--- src/rtl/pc_seq_pkg.sv ---
// Shared definitions for the fetch-address sequencer: state encoding and default vectors.
// Pure declarations; no logic, latency or flow control of its own.
package pc_seq_pkg;

  typedef enum logic [0:0] {
    RUN   = 1'b0,
    DSLOT = 1'b1
  } pc_state_e;

  localparam logic [31:0] PC_RESET_VEC = 32'h0000_0000;
  localparam logic [31:0] PC_EXC_VEC   = 32'h8000_0180;
  localparam int          PC_INC       = 4;

endpackage

--- src/rtl/pc_ras.sv ---
// Circular return-address stack; push/pop take effect at the next edge, top is combinational.
// No backpressure: a push when full overwrites the oldest entry, a pop must only be issued when count>0.
module pc_ras
  import pc_seq_pkg::*;
#(
  parameter int PC_W      = 32,
  parameter int RAS_DEPTH = 4
) (
  input  logic                       clk,
  input  logic                       reset,
  input  logic                       push,
  input  logic [PC_W-1:0]            push_data,
  input  logic                       pop,
  output logic [PC_W-1:0]            top,
  output logic [$clog2(RAS_DEPTH):0] count
);

  localparam int               PTR_W = $clog2(RAS_DEPTH);
  localparam logic [PTR_W:0]   FULL  = (PTR_W+1)'(RAS_DEPTH);

  logic [PC_W-1:0]  mem_q [RAS_DEPTH];
  logic [PTR_W-1:0] tp_q, tp_d, wr_idx;
  logic [PTR_W:0]   count_q, count_d;

  // Push+pop together: the pop consumes the old top and the push refills the same slot.
  always_comb begin
    tp_d    = tp_q;
    count_d = count_q;
    wr_idx  = tp_q + PTR_W'(1);
    case ({push, pop})
      2'b10: begin
        tp_d    = tp_q + PTR_W'(1);
        count_d = (count_q == FULL) ? count_q : count_q + (PTR_W+1)'(1);
      end
      2'b01: begin
        tp_d    = tp_q - PTR_W'(1);
        count_d = count_q - (PTR_W+1)'(1);
      end
      2'b11: wr_idx = tp_q;
      default: ;
    endcase
  end

  always_ff @(posedge clk or posedge reset) begin
    if (reset) begin
      tp_q    <= '0;
      count_q <= '0;
    end else begin
      tp_q    <= tp_d;
      count_q <= count_d;
    end
  end

  always_ff @(posedge clk) begin
    if (push) mem_q[wr_idx] <= push_data;
  end

  assign top   = mem_q[tp_q];
  assign count = count_q;

endmodule

--- src/rtl/pc_sequencer.sv ---
// MIPS32 fetch PC sequencer with delay-slot redirects, exception entry/return and RAS; 1-cycle latency.
// stall holds all state (exceptions and eret still act); requesters must hold requests while stalled.
module pc_sequencer
  import pc_seq_pkg::*;
#(
  parameter int              PC_W      = 32,
  parameter logic [PC_W-1:0] RESET_VEC = PC_RESET_VEC,
  parameter logic [PC_W-1:0] EXC_VEC   = PC_EXC_VEC,
  parameter int              INC       = PC_INC,
  parameter int              RAS_DEPTH = 4
) (
  input  logic                       clk,
  input  logic                       reset,
  input  logic                       stall,
  input  logic                       redirect_valid,
  input  logic [PC_W-1:0]            redirect_target,
  input  logic                       redirect_delay,
  input  logic                       call_push,
  input  logic                       ret_pop,
  input  logic                       exc_valid,
  input  logic                       eret,
  output logic [PC_W-1:0]            pc,
  output logic [PC_W-1:0]            epc,
  output logic                       epc_bd,
  output logic                       in_dslot,
  output logic [$clog2(RAS_DEPTH):0] ras_count,
  output logic                       ras_underflow,
  output logic                       redirect_err
);

  localparam logic [PC_W-1:0] STEP  = PC_W'(INC);
  localparam logic [PC_W-1:0] STEP2 = PC_W'(2 * INC);

  pc_state_e       state_q, state_d;
  logic [PC_W-1:0] pc_q, pc_d;
  logic [PC_W-1:0] pend_tgt_q, pend_tgt_d;
  logic [PC_W-1:0] epc_q, epc_d;
  logic            epc_bd_q, epc_bd_d;
  logic            in_dslot_q, in_dslot_d;
  logic            ras_underflow_q, ras_underflow_d;
  logic            redirect_err_q, redirect_err_d;

  logic            ras_push, ras_pop;
  logic [PC_W-1:0] ras_top;
  logic [$clog2(RAS_DEPTH):0] ras_cnt;
  logic [PC_W-1:0] pc_seq;

  assign pc_seq = pc_q + STEP;

  always_comb begin
    state_d         = state_q;
    pc_d            = pc_q;
    pend_tgt_d      = pend_tgt_q;
    epc_d           = epc_q;
    epc_bd_d        = epc_bd_q;
    ras_underflow_d = 1'b0;
    redirect_err_d  = 1'b0;
    ras_push        = 1'b0;
    ras_pop         = 1'b0;

    if (exc_valid) begin
      // In a delay slot the restart point is the branch itself, one slot back.
      epc_d    = (state_q == DSLOT) ? pc_q - STEP : pc_q;
      epc_bd_d = (state_q == DSLOT);
      pc_d     = EXC_VEC;
      state_d  = RUN;
    end else if (eret) begin
      pc_d    = epc_q;
      state_d = RUN;
    end else if (!stall) begin
      ras_push = call_push;
      if (state_q == DSLOT) begin
        pc_d           = pend_tgt_q;
        state_d        = RUN;
        redirect_err_d = redirect_valid | ret_pop;
      end else if (redirect_valid) begin
        if (redirect_delay) begin
          pc_d       = pc_seq;
          pend_tgt_d = redirect_target;
          state_d    = DSLOT;
        end else begin
          pc_d = redirect_target;
        end
      end else if (ret_pop) begin
        pc_d = pc_seq;
        if (ras_cnt != '0) begin
          ras_pop    = 1'b1;
          pend_tgt_d = ras_top;
          state_d    = DSLOT;
        end else begin
          ras_underflow_d = 1'b1;
        end
      end else begin
        pc_d = pc_seq;
      end
    end

    in_dslot_d = (state_d == DSLOT);
  end

  always_ff @(posedge clk or posedge reset) begin
    if (reset) begin
      state_q         <= RUN;
      pc_q            <= RESET_VEC;
      pend_tgt_q      <= '0;
      epc_q           <= '0;
      epc_bd_q        <= 1'b0;
      in_dslot_q      <= 1'b0;
      ras_underflow_q <= 1'b0;
      redirect_err_q  <= 1'b0;
    end else begin
      state_q         <= state_d;
      pc_q            <= pc_d;
      pend_tgt_q      <= pend_tgt_d;
      epc_q           <= epc_d;
      epc_bd_q        <= epc_bd_d;
      in_dslot_q      <= in_dslot_d;
      ras_underflow_q <= ras_underflow_d;
      redirect_err_q  <= redirect_err_d;
    end
  end

  pc_ras #(
    .PC_W      (PC_W),
    .RAS_DEPTH (RAS_DEPTH)
  ) u_ras (
    .clk       (clk),
    .reset     (reset),
    .push      (ras_push),
    .push_data (pc_q + STEP2),
    .pop       (ras_pop),
    .top       (ras_top),
    .count     (ras_cnt)
  );

  assign pc            = pc_q;
  assign epc           = epc_q;
  assign epc_bd        = epc_bd_q;
  assign in_dslot      = in_dslot_q;
  assign ras_count     = ras_cnt;
  assign ras_underflow = ras_underflow_q;
  assign redirect_err  = redirect_err_q;

endmodule

--- config.mk ---
export PLATFORM = sky130hd
export DESIGN_NAME = pc_sequencer
export DESIGN_NICKNAME = d
export VERILOG_FILES = /design/src/rtl/pc_seq_pkg.sv /design/src/rtl/pc_ras.sv /design/src/rtl/pc_sequencer.sv
export SDC_FILE = /design/constraint.sdc
export NUM_CORES = 1
export LEC_CHECK = 0
export ABC_AREA = 1
export CELL_PAD_IN_SITES_DETAIL_PLACEMENT = 1
export CELL_PAD_IN_SITES_GLOBAL_PLACEMENT = 2
export CORE_MARGIN = 2
export CORE_UTILIZATION = 35
export DETAILED_ROUTE_END_ITERATION = 7
export PLACE_DENSITY = 0.77
export SLEW_MARGIN = 20
export SYNTH_ARGS = -nofsm -noshare
export SYNTH_HDL_FRONTEND = slang
export SYNTH_SLANG_ARGS = --single-unit
export TNS_END_PERCENT = 10
--- constraint.sdc ---
create_clock -name clk -period 4.7 [get_ports clk]
set_input_delay 0.94 -clock clk [delete_from_list [all_inputs] [get_ports clk]]
set_output_delay 0.94 -clock clk [all_outputs]
set_load 0.005 [all_outputs]
==> out/qor.yml, run 1 <==
yosys:
  syn-instance-count: 1440
  seq_area_frac_synth_pct: 52.7
  synth.area.top_cells: "edfxtp_1 31%, dfrtp_1 21%, nand2_1 9.9%"
  ys_types: 45
  netlist_area_sq_mm: 0.0123
  synth.net_count: 1491
  yosysTopAreaCellShare_pct: 31.3
  synth-warning-count: 0
  ys_seq_elements: 233
  avgSynthCellArea_sq_um: 8.52
  yosysTopAreaCell: "edfxtp_1"
clock_network:
  ctsHtreeMaxLevel: 1
  cts_tree: "built"
  cts_root_buf: "clkbuf_16"
  numCtsBuffers: 27
  post_cts_resized: 0
  clock_sinks: 233
  clkTransAtPathRegs_ns: 0.06
  clk-insertion-delay-late_ns: 0.55
  cts_buffer_depth: 3
  post_cts_buffers: 0
  hold_buffers: 0
hold_path:
  hp-class: "flop to flop"
  hold_depth: 2
  min_to: "epc_bd"
  hp-start: "epc_bd"
floorplan:
  initial_core_util_pct: 35.5
  die_width_um: 191
  die_area_sq_mm: 0.0366
  io_pins: 112
  coreArea_sq_mm: 0.0345
  rows: 68
  die_h_um: 191
place:
  port_buffers: 111
  gp_congestion: 0.884
  place_hpwl_um: 32700
setup_path:
  cp-end-kind: "flop"
  crit_type: "input port to flop"
  startpoint: "exc_valid"
  r2r_slack_ns: 1.65
  r2r_cells: 8
  cp.required_ns: 4.94
  critPathArrivalTime_ns: 3.76
  r2r-start: "in_dslot"
  start_kind: "input port"
  cp_max_fo: 22
  timing.rr.end: "u_ras.mem_q[0][16]"
route:
  drt_wl_total_um: 45400
  drc: 0
  via_per_inst: 5.32
  vias: 10600
  wl_met1_um: 22200
  drt_iter0_drc: 724
  top_layer: "met4"
  wl_met2_um: 20200
  wl_per_cell_um: 22.8
  firstDrtPassIters: 5
  final_antenna_net_count: 0
  wl_met3_um: 2010
final_layout:
  area_delta_synth_final_pct: 19.5
  drive_gt1_share_pct: 7.11
  fin_nets: 1565
sta:
  rsz0062_at_grt: "false"
  fin_crit_ns: 3.52
  fin_skew_ns: 0.0226
  drv_slew: 0
  final_hold_viol_count: 0
  finalSetupTns_ns: 0
  setup_viol: 0
  max_freq_ghz: 0.284
  worstMarginPinSlew_ns: 0.946
  relSlewSlack_pct: 36.8
  fin_crit_sh_pct: 75.0
  fin_hold_ws_ns: 0.492
global_route:
  grt_pass1_wl_um: 69000
  grt_pass1_vias: 10900
  grt_max_degree: 70
  antenna_found_initial: 0
  grtUsageTotal_pct: 25.1
  grt_overflow: 0
job:
  max_cap_violations: 0
power_and_ir_drop:
  powerDensity_mw_per_mm2: 434
  vdd_drop_max_mv: 0.353
  power.leakage_uw: 0.00570
status:
  status: "finished, final reports clean"
power breakdown:
group,internal [uW],leakage (uW),switching (uW)
Sequential,2390,0.00251,236
Clock,1330,0.000428,897
Combinational,518,0.00276,992
critical path, stage by stage:
cell and delay [ns]:
clkdlybuf4s50_1 0.52, nor2_8 0.17, inv_4 0.07, nor2_4 0.17, inv_2 0.10, nor2_2 0.10, inv_2 0.09, nor2_1 0.25
ha_1 0.25, xnor2_1 0.09, or2_2 0.38, nor2_4 0.35, buf_12 0.24
stage by stage:
stage / setup slack (ns) / instances / utilization [%] / power, uW / area (sq um)
finish: 1.18 / 1990 / 42.5 / 6360 / 14700
global placement: 0.658 / 1940 / 39.8 / 4120 / 13800
CTS: 1.15 / 1989 / 42.4 / 6400 / 14700
detailed placement: 0.580 / 1940 / 39.8 / 4170 / 13800
global route: 0.994 / 1989 / 42.5 / 6660 / 14700
floorplan: 0.557 / 1440 / - / 3480 / 12300
layer usage:
metal	up-vias	track usage (%)
met3	49	3.38
met2	245	39.2
li1	4954	-
met1	5341	37.0
met4	0	5.71
met5	-	0
layout by cell type, fill, tap and decap left out, drive strengths merged, types with 5 or more instances in the layout:
cell / instances
inv: 109
bufinv: 5
o22ai: 29
xor2: 48
nor2: 216
clkinv: 9
nand3: 67
nand2: 328
clkdlybuf4s50: 110
dfrtp: 105
o221ai: 7
a211oi: 5
ha: 10
clkbuf: 32
a31oi: 6
o21ai: 195
nor3: 22
edfxtp: 128
buf: 18
or2: 8
a21oi: 50
cells by family after synthesis:
group,Yosys count,share of synthesized area (%)
xor gates and xnor gates,51,3.64
AOI/OAI and AO/OA,306,13.5
and+or+nand+nor,647,22.2
adders and majority gates,10,1.02
buffers and inverters,193,6.89
DFF,233,52.7
sequential cells by signal, indices dropped and copies added, names as in the netlist:
register and flops:
redirect_err 1, epc_bd 1, pend_tgt_q 32, u_ras.count 3
ras_underflow 1, u_ras.mem_q 128, u_ras.tp_q 2, in_dslot 1
epc 32, pc 32
final cells by class:
class                      count  area, sq um
clock buffer                  32          694
timing repair buffer         128         1310
clock inverter                17          216
multi-input combinational   1014         4990
inverter                     110          418
fill                        4077        19900
antenna                        1         2.50
tap                          455          569
sequential                   233         6470
cells in the mapped netlist (all sizes together):
cell,instances
a211oi,5
a21oi,50
a221oi,4
a22oi,2
a31oi,6
and2,1
buf,37
clkbuf,46
clkinv,2
dfrtp,105
edfxtp,128
ha,10
inv,108
nand2,328
nand3,67
nand4,4
nor2,216
nor3,22
nor4,1
o211ai,3
o21ai,195
o21bai,1
o221ai,7
o22ai,29
o311ai,1
o31ai,2
o41ai,1
or2,8
xnor2,3
xor2,48
worst max-delay path by stage:
stage / end / slack, ns / cells after the start
final: u_ras.mem_q[2][16] / 1.18 / 13
after global routing: u_ras.mem_q[2][16] / 0.99 / 13
after CTS: u_ras.mem_q[2][23] / 1.15 / 13
after detailed placement: u_ras.mem_q[2][26] / 0.58 / 13
after global placement: u_ras.mem_q[2][26] / 0.66 / 13
after floorplan: u_ras.mem_q[0][0] / 0.56 / 12
Power figures use the tool's default switching activity.
==> run 2, diff against run 1 <==
Settings changed: CORE_UTILIZATION 35 to 32, PLACE_DENSITY 0.77 to 0.74.
Clock period 4.7 ns to 3.2 ns, I/O delays scaled along.
==> run 2 against run 1 <==
  * Final cell count is 4.4% higher
  * Core utilization is 3.0 points lower
  * First-iteration DRC count is 0.69% higher
  * Die area is 9.2% higher
  * Sequential power is 47% higher
  * Wire length is 3.1% higher
  * Clock power is 39% higher
  * Global-route usage is 1.2 points lower
  * Critical path type unchanged
  * Largest power group unchanged
==> out/qor.yml, run 2 (same netlist as run 1, synthesis figures left out) <==
sta:
  drv_slew: 0  # unchanged
  finalSetupTns_ns: 0  # unchanged
  setup_viol: 0  # unchanged
  setup_slack_ns: 0.505  # -0.672 ns
  final_hold_viol_count: 0  # unchanged
  fin_crit_sh_pct: 84.2
  fin_skew_ns: 0.0120  # -0.0106 ns
  rsz0062_at_grt: "false"
  fin_hold_ws_ns: 0.490  # -0.00242 ns
  max_freq_ghz: 0.371
  relSlewSlack_pct: 50.4  # +14 points
  worstMarginPinSlew_ns: 0.742  # -0.204 ns
  fin_crit_ns: 2.69
final_layout:
  fillers: 4378  # +7.4%
  utilization_pct: 39.5  # -3.0 points
  layout_commonest_cell: "nand2_1"
  n_antenna_cell: 0  # -1
  drive_gt1_share_pct: 9.32  # +2.2 points
  fin_nets: 1596  # +2.0%
  regArea_sq_mm: 0.00647  # unchanged
  final_cell_mix: "325 x nand2_1, 194 x nor2_1, 158 x o21ai_0"
  area_delta_synth_final_pct: 21.6
  largest_reg_flops: 128  # unchanged
  max_flop_register: "u_ras.mem_q"
  multi_input_area_sq_mm: 0.00497  # -0.35%
route:
  drt_iter0_drc: 729  # +0.69%
  drt_wl_total_um: 46800  # +3.1%
  wl_per_cell_um: 22.5  # -1.2%
  via_per_inst: 5.10  # -4.1%
  drc: 0  # unchanged
  firstDrtPassIters: 5  # unchanged
  vias: 10600  # +0.12%
  final_antenna_net_count: 0  # unchanged
clock_network:
  numCtsBuffers: 27  # unchanged
  clkTransAtPathRegs_ns: 0.06  # about the same
  ctsHtreeMaxLevel: 1  # unchanged
  post_cts_resized: 0  # unchanged
  clk-insertion-delay-late_ns: 0.54  # about the same
  cts_root_buf: "clkbuf_16"
  cts_buffer_depth: 3  # unchanged
  hold_buffers: 0  # unchanged
  cts_tree: "built"
  clock_sinks: 233  # unchanged
  post_cts_buffers: 0  # unchanged
setup_path:
  cpMaxStageDelayCell: "clkdlybuf4s50_1"
  critPathArrivalTime_ns: 2.92  # -0.84 ns
  r2r-start: "pc[5]"
  cp-end-kind: "flop"
  r2r_cells: 6  # -2
  timing.rr.end: "u_ras.mem_q[2][28]"
  crit_type: "input port to flop"
  crit_family: "buffers and inverters"
  crit_buf_inv: 7  # +2
  cp.required_ns: 3.43  # -1.51 ns
  cp_slowest_stage_delay_ns: 0.50  # -0.02 ns
  worstPathCellList: "clkdlybuf4s50_1 > nor2_8 > inv_4 > nor2_4 > inv_2 > nor2_2 > inv_2 > nor2_1 > ha_1 > buf_4 > nand2_1 > o21ai_0 > inv_1 > nor2_4 > buf_12"
  cp_max_fo: 27  # +23%
  r2r_slack_ns: 0.60  # -1.05 ns
  start_kind: "input port"
job:
  max_cap_violations: 0  # unchanged
global_route:
  grt_overflow: 0  # unchanged
  grt_pass1_vias: 10900  # -0.064%
  grt_max_degree: 60  # -14%
  grt_pass1_wl_um: 70900  # +2.7%
  antenna_found_initial: 1  # +1
  grtUsageTotal_pct: 24.0  # -1.2 points
place:
  place_hpwl_um: 34400  # +5.0%
  port_buffers: 111  # unchanged
  gp_congestion: 0.905  # +2.4%
  place_ws_ns: -0.0597  # -0.640 ns
floorplan:
  die_area_sq_mm: 0.0399  # +9.2%
  rows: 71  # +4.4%
  die_h_um: 200  # +4.5%
  io_pins: 112  # unchanged
  initial_core_util_pct: 32.5  # -3.0 points
  die_width_um: 200  # +4.5%
  coreArea_sq_mm: 0.0378  # +9.3%
status:
  status: "finished, final reports clean"
power_and_ir_drop:
  power.leakage_uw: 0.00585  # +2.7%
  vdd_drop_max_mv: 0.355  # +0.48%
  total_power_uw: 9210  # +45%
  powerDensity_mw_per_mm2: 618  # +42%
hold_path:
  hp-class: "input port to async pin"
[run 2: how the worst max path moves through the flow]
| stage | slack (ns) | endpoint | depth (start not counted) | startpoint |
|---|---|---|---|---|
| 2_1_floorplan | -0.48 | u_ras.mem_q[3][0] | 12 | eret |
| 4_1_cts | 0.49 | u_ras.mem_q[0][16] | 15 | exc_valid |
| 5_1_grt | 0.23 | u_ras.mem_q[0][14] | 15 | exc_valid |
| 3_3_place_gp | -0.02 | u_ras.mem_q[0][24] | 15 | exc_valid |
| 3_5_place_dp | -0.06 | u_ras.mem_q[0][20] | 15 | exc_valid |
| 6_report | 0.51 | u_ras.mem_q[0][14] | 15 | exc_valid |
[run 2: final cells by class]
cell class | instances | share of cell area (%)
clock buffer | 35 | 5.00
clock inverter | 15 | 0.956
inverter | 110 | 2.80
multi-input combinational | 1014 | 33.3
sequential | 233 | 43.4
tap | 511 | 4.29
timing repair buffer | 159 | 10.3
[run 2: power by group]
part           switching, uW  internal, uW
sequential               359          3510
combinational           1470           780
clock                   1280          1810
[run 2: worst register-to-register path: cells and delay by family (launching register included)]
| family | cells | cell delay, ns |
|---|---|---|
| flip-flops | 1 | 0.60 |
| AND/OR/NAND/NOR | 5 | 1.26 |
| XOR/XNOR | 1 | 0.46 |
[run 2: metal layers]
metal	track usage [%]	vias up	share of wire (%)
met5	0	-	0
met4	5.98	0	2.3
met3	2.60	49	4.4
met2	36.9	245	44
met1	36.0	5287	49
li1	-	5021	-
[run 2: stage by stage]
stage          cell area, sq um  cells
5_1_grt                   14900   2077
4_1_cts                   14900   2077
6_report                  14900   2077
2_1_floorplan             12300   1440
3_5_place_dp              14000   2027
3_3_place_gp              14000   2027
==> run 3, diff against run 2 <==
Settings changed: CORE_UTILIZATION 32 to 35, PLACE_DENSITY 0.74 to 0.77.
Clock period 3.2 ns to 2.6 ns, I/O delays scaled along.
==> run 3 against run 2 <==
  * Combinational power grew 32%
  * Core utilization is 4.6 points higher
  * First-iteration DRC count decreased by 1.5%
  * Largest power group unchanged
==> out/qor.yml, run 3 (same netlist as run 1, synthesis figures left out) <==
status:
  status: "finished, final reports clean"
power_and_ir_drop:
  vdd_drop_max_mv: 0.450  # +27%
  powerDensity_mw_per_mm2: 754  # +22%
  p_clk_share_pct: 32.9  # -0.6 points
  p_int_uw: 7570  # +24%
  p_sw_share_pct: 34.1  # +0.31 points
  seq_power_share_pct: 41.3  # -0.7 points
  switchingPower_uw: 3910  # +26%
  combPwrFrac_pct: 25.8  # +1.3 points
  power.leakage_uw: 0.00604  # +3.3%
route:
  wl_met1_um: 22000  # -4.5%
  wl_met3_um: 2380  # +16%
  via_per_inst: 5.21  # +2.0%
  firstDrtPassIters: 5  # unchanged
  drt_iter0_drc: 718  # -1.5%
  wl_met2_um: 21400  # +3.4%
  wl_per_cell_um: 22.8  # +1.0%
  vias: 10700  # +0.67%
  drc: 0  # unchanged
  drt_wl_total_um: 46700  # -0.34%
  top_layer: "met4"
  final_antenna_net_count: 0  # unchanged
final_layout:
  fin_nets: 1625  # +1.8%
  fillers: 4097  # -6.4%
  n_antenna_cell: 0  # unchanged
  area_delta_synth_final_pct: 24.0
  drive_gt1_share_pct: 11.3  # +2.0 points
  largest_reg_flops: 128  # unchanged
  layout_commonest_cell: "nand2_1"
  final_cell_mix: "325 x nand2_1, 193 x nor2_1, 157 x o21ai_0"
  max_flop_register: "u_ras.mem_q"
  fin_cells: 2049  # -1.3%
setup_path:
  startpoint: "pc[7]"
  critPathArrivalTime_ns: 2.67  # -0.25 ns
  crit_type: "flop to flop"
  r2r_slack_ns: 0.19  # -0.41 ns
  start_kind: "flop"
  cp.required_ns: 2.86  # -0.57 ns
  cp_max_fo: 7  # -74%
  crit_end: "u_ras.mem_q[2][20]"
  timing.rr.end: "u_ras.mem_q[2][20]"
  cp-end-kind: "flop"
  r2r-start: "pc[7]"
  r2r_cells: 6  # unchanged
sta:
  relSlewSlack_pct: 53.9  # +3.5 points
  fin_crit_ns: 2.41
  worstMarginPinSlew_ns: 0.690  # -0.0521 ns
  fin_skew_ns: 0.0175  # +0.00546 ns
  rsz0062_at_grt: "false"
  drv_slew: 0  # unchanged
  setup_viol: 0  # unchanged
  fin_crit_sh_pct: 92.7
  finalSetupTns_ns: 0  # unchanged
  setup_slack_ns: 0.191  # -0.315 ns
  max_freq_ghz: 0.415
  final_hold_viol_count: 0  # unchanged
clock_network:
  cts_buffer_depth: 3  # unchanged
  clock_sinks: 233  # unchanged
  cts_root_buf: "clkbuf_16"
  numCtsBuffers: 26  # -3.7%
  clk-insertion-delay-late_ns: 0.55  # about the same
  post_cts_resized: 0  # unchanged
  hold_buffers: 0  # unchanged
  post_cts_buffers: 0  # unchanged
  clkTransAtPathRegs_ns: 0.07  # about the same
  ctsHtreeMaxLevel: 1  # unchanged
  cts_tree: "built"
hold_path:
  hp-class: "input port to async pin"
floorplan:
  die_width_um: 191  # -4.3%
  io_pins: 112  # unchanged
  rows: 68  # -4.2%
  die_h_um: 191  # -4.3%
  initial_core_util_pct: 35.5  # +3.0 points
  die_area_sq_mm: 0.0366  # -8.4%
  coreArea_sq_mm: 0.0345  # -8.5%
place:
  gp_congestion: 0.917  # +1.4%
  port_buffers: 111  # unchanged
  place_hpwl_um: 34600  # +0.83%
  place_ws_ns: -0.423  # -0.363 ns
  dp.cells: 2001  # -1.3%
global_route:
  antenna_found_initial: 0  # -1
  grtUsageTotal_pct: 26.0  # +2.0 points
  grt_pass1_vias: 11200  # +3.1%
  grt_pass1_wl_um: 70800  # -0.13%
  grt_max_degree: 71  # +18%
  grt_overflow: 0  # unchanged
job:
  max_cap_violations: 0  # unchanged
[run 3: worst min path at each step]
stage               slack, ns           start  depth (start not counted)        endpoint
finish                   0.42           reset                          3          epc[5]
floorplan                0.45  pend_tgt_q[18]                          2  pend_tgt_q[18]
global route             0.50           reset                          3          epc[5]
global placement         0.47  pend_tgt_q[21]                          2  pend_tgt_q[21]
CTS                      0.45           reset                          3           pc[6]
detailed placement       0.48  pend_tgt_q[20]                          2  pend_tgt_q[20]
[run 3: stage by stage]
| stage | hold slack (ns) | total power (uW) | util, % | cell area (sq um) |
|---|---|---|---|---|
| after floorplan | 0.449 | 6320 | - | 12300 |
| after global placement | 0.471 | 7670 | 41.5 | 14300 |
| after detailed placement | 0.476 | 7750 | 41.5 | 14300 |
| after CTS | 0.446 | 11600 | 44.1 | 15200 |
| after global routing | 0.498 | 12000 | 44.1 | 15200 |
| final | 0.423 | 11500 | 44.1 | 15200 |
[run 3: area by class of cell]
cell class	count	area, sq um	area share (%)
sequential	233	6470	42.5
multi-input combinational	1014	5020	33.0
timing repair buffer	189	1870	12.3
inverter	110	419	2.75
clock inverter	12	104	0.682
clock buffer	36	769	5.06
tap	455	569	3.74
[run 3: power by group through the flow]
| stage | clock network [uW] | logic, uW | registers (uW) |
|---|---|---|---|
| 6_report | 3780 | 2960 | 4740 |
| 5_1_grt | 3970 | 3280 | 4790 |
| 4_1_cts | 3850 | 2970 | 4740 |
| 3_5_place_dp | 0 | 2950 | 4800 |
| 3_3_place_gp | 0 | 2870 | 4810 |
| 2_1_floorplan | 0 | 1720 | 4590 |
[run 3: worst max-delay path, cell delays in order, from the launching register on]
cell     delay (ns)
dfrtp_1        0.57
nand2_1        0.19
nor2_2         0.19
nand3_2        0.22
nor2_1         0.37
nand2_1        0.11
xor2_1         0.47
[run 3: layer usage]
metal / GRT usage (%) / vias up
met5: 0 / -
met4: 5.80 / 0
met3: 3.58 / 48
met2: 41.7 / 255
met1: 37.4 / 5309
li1: - / 5061
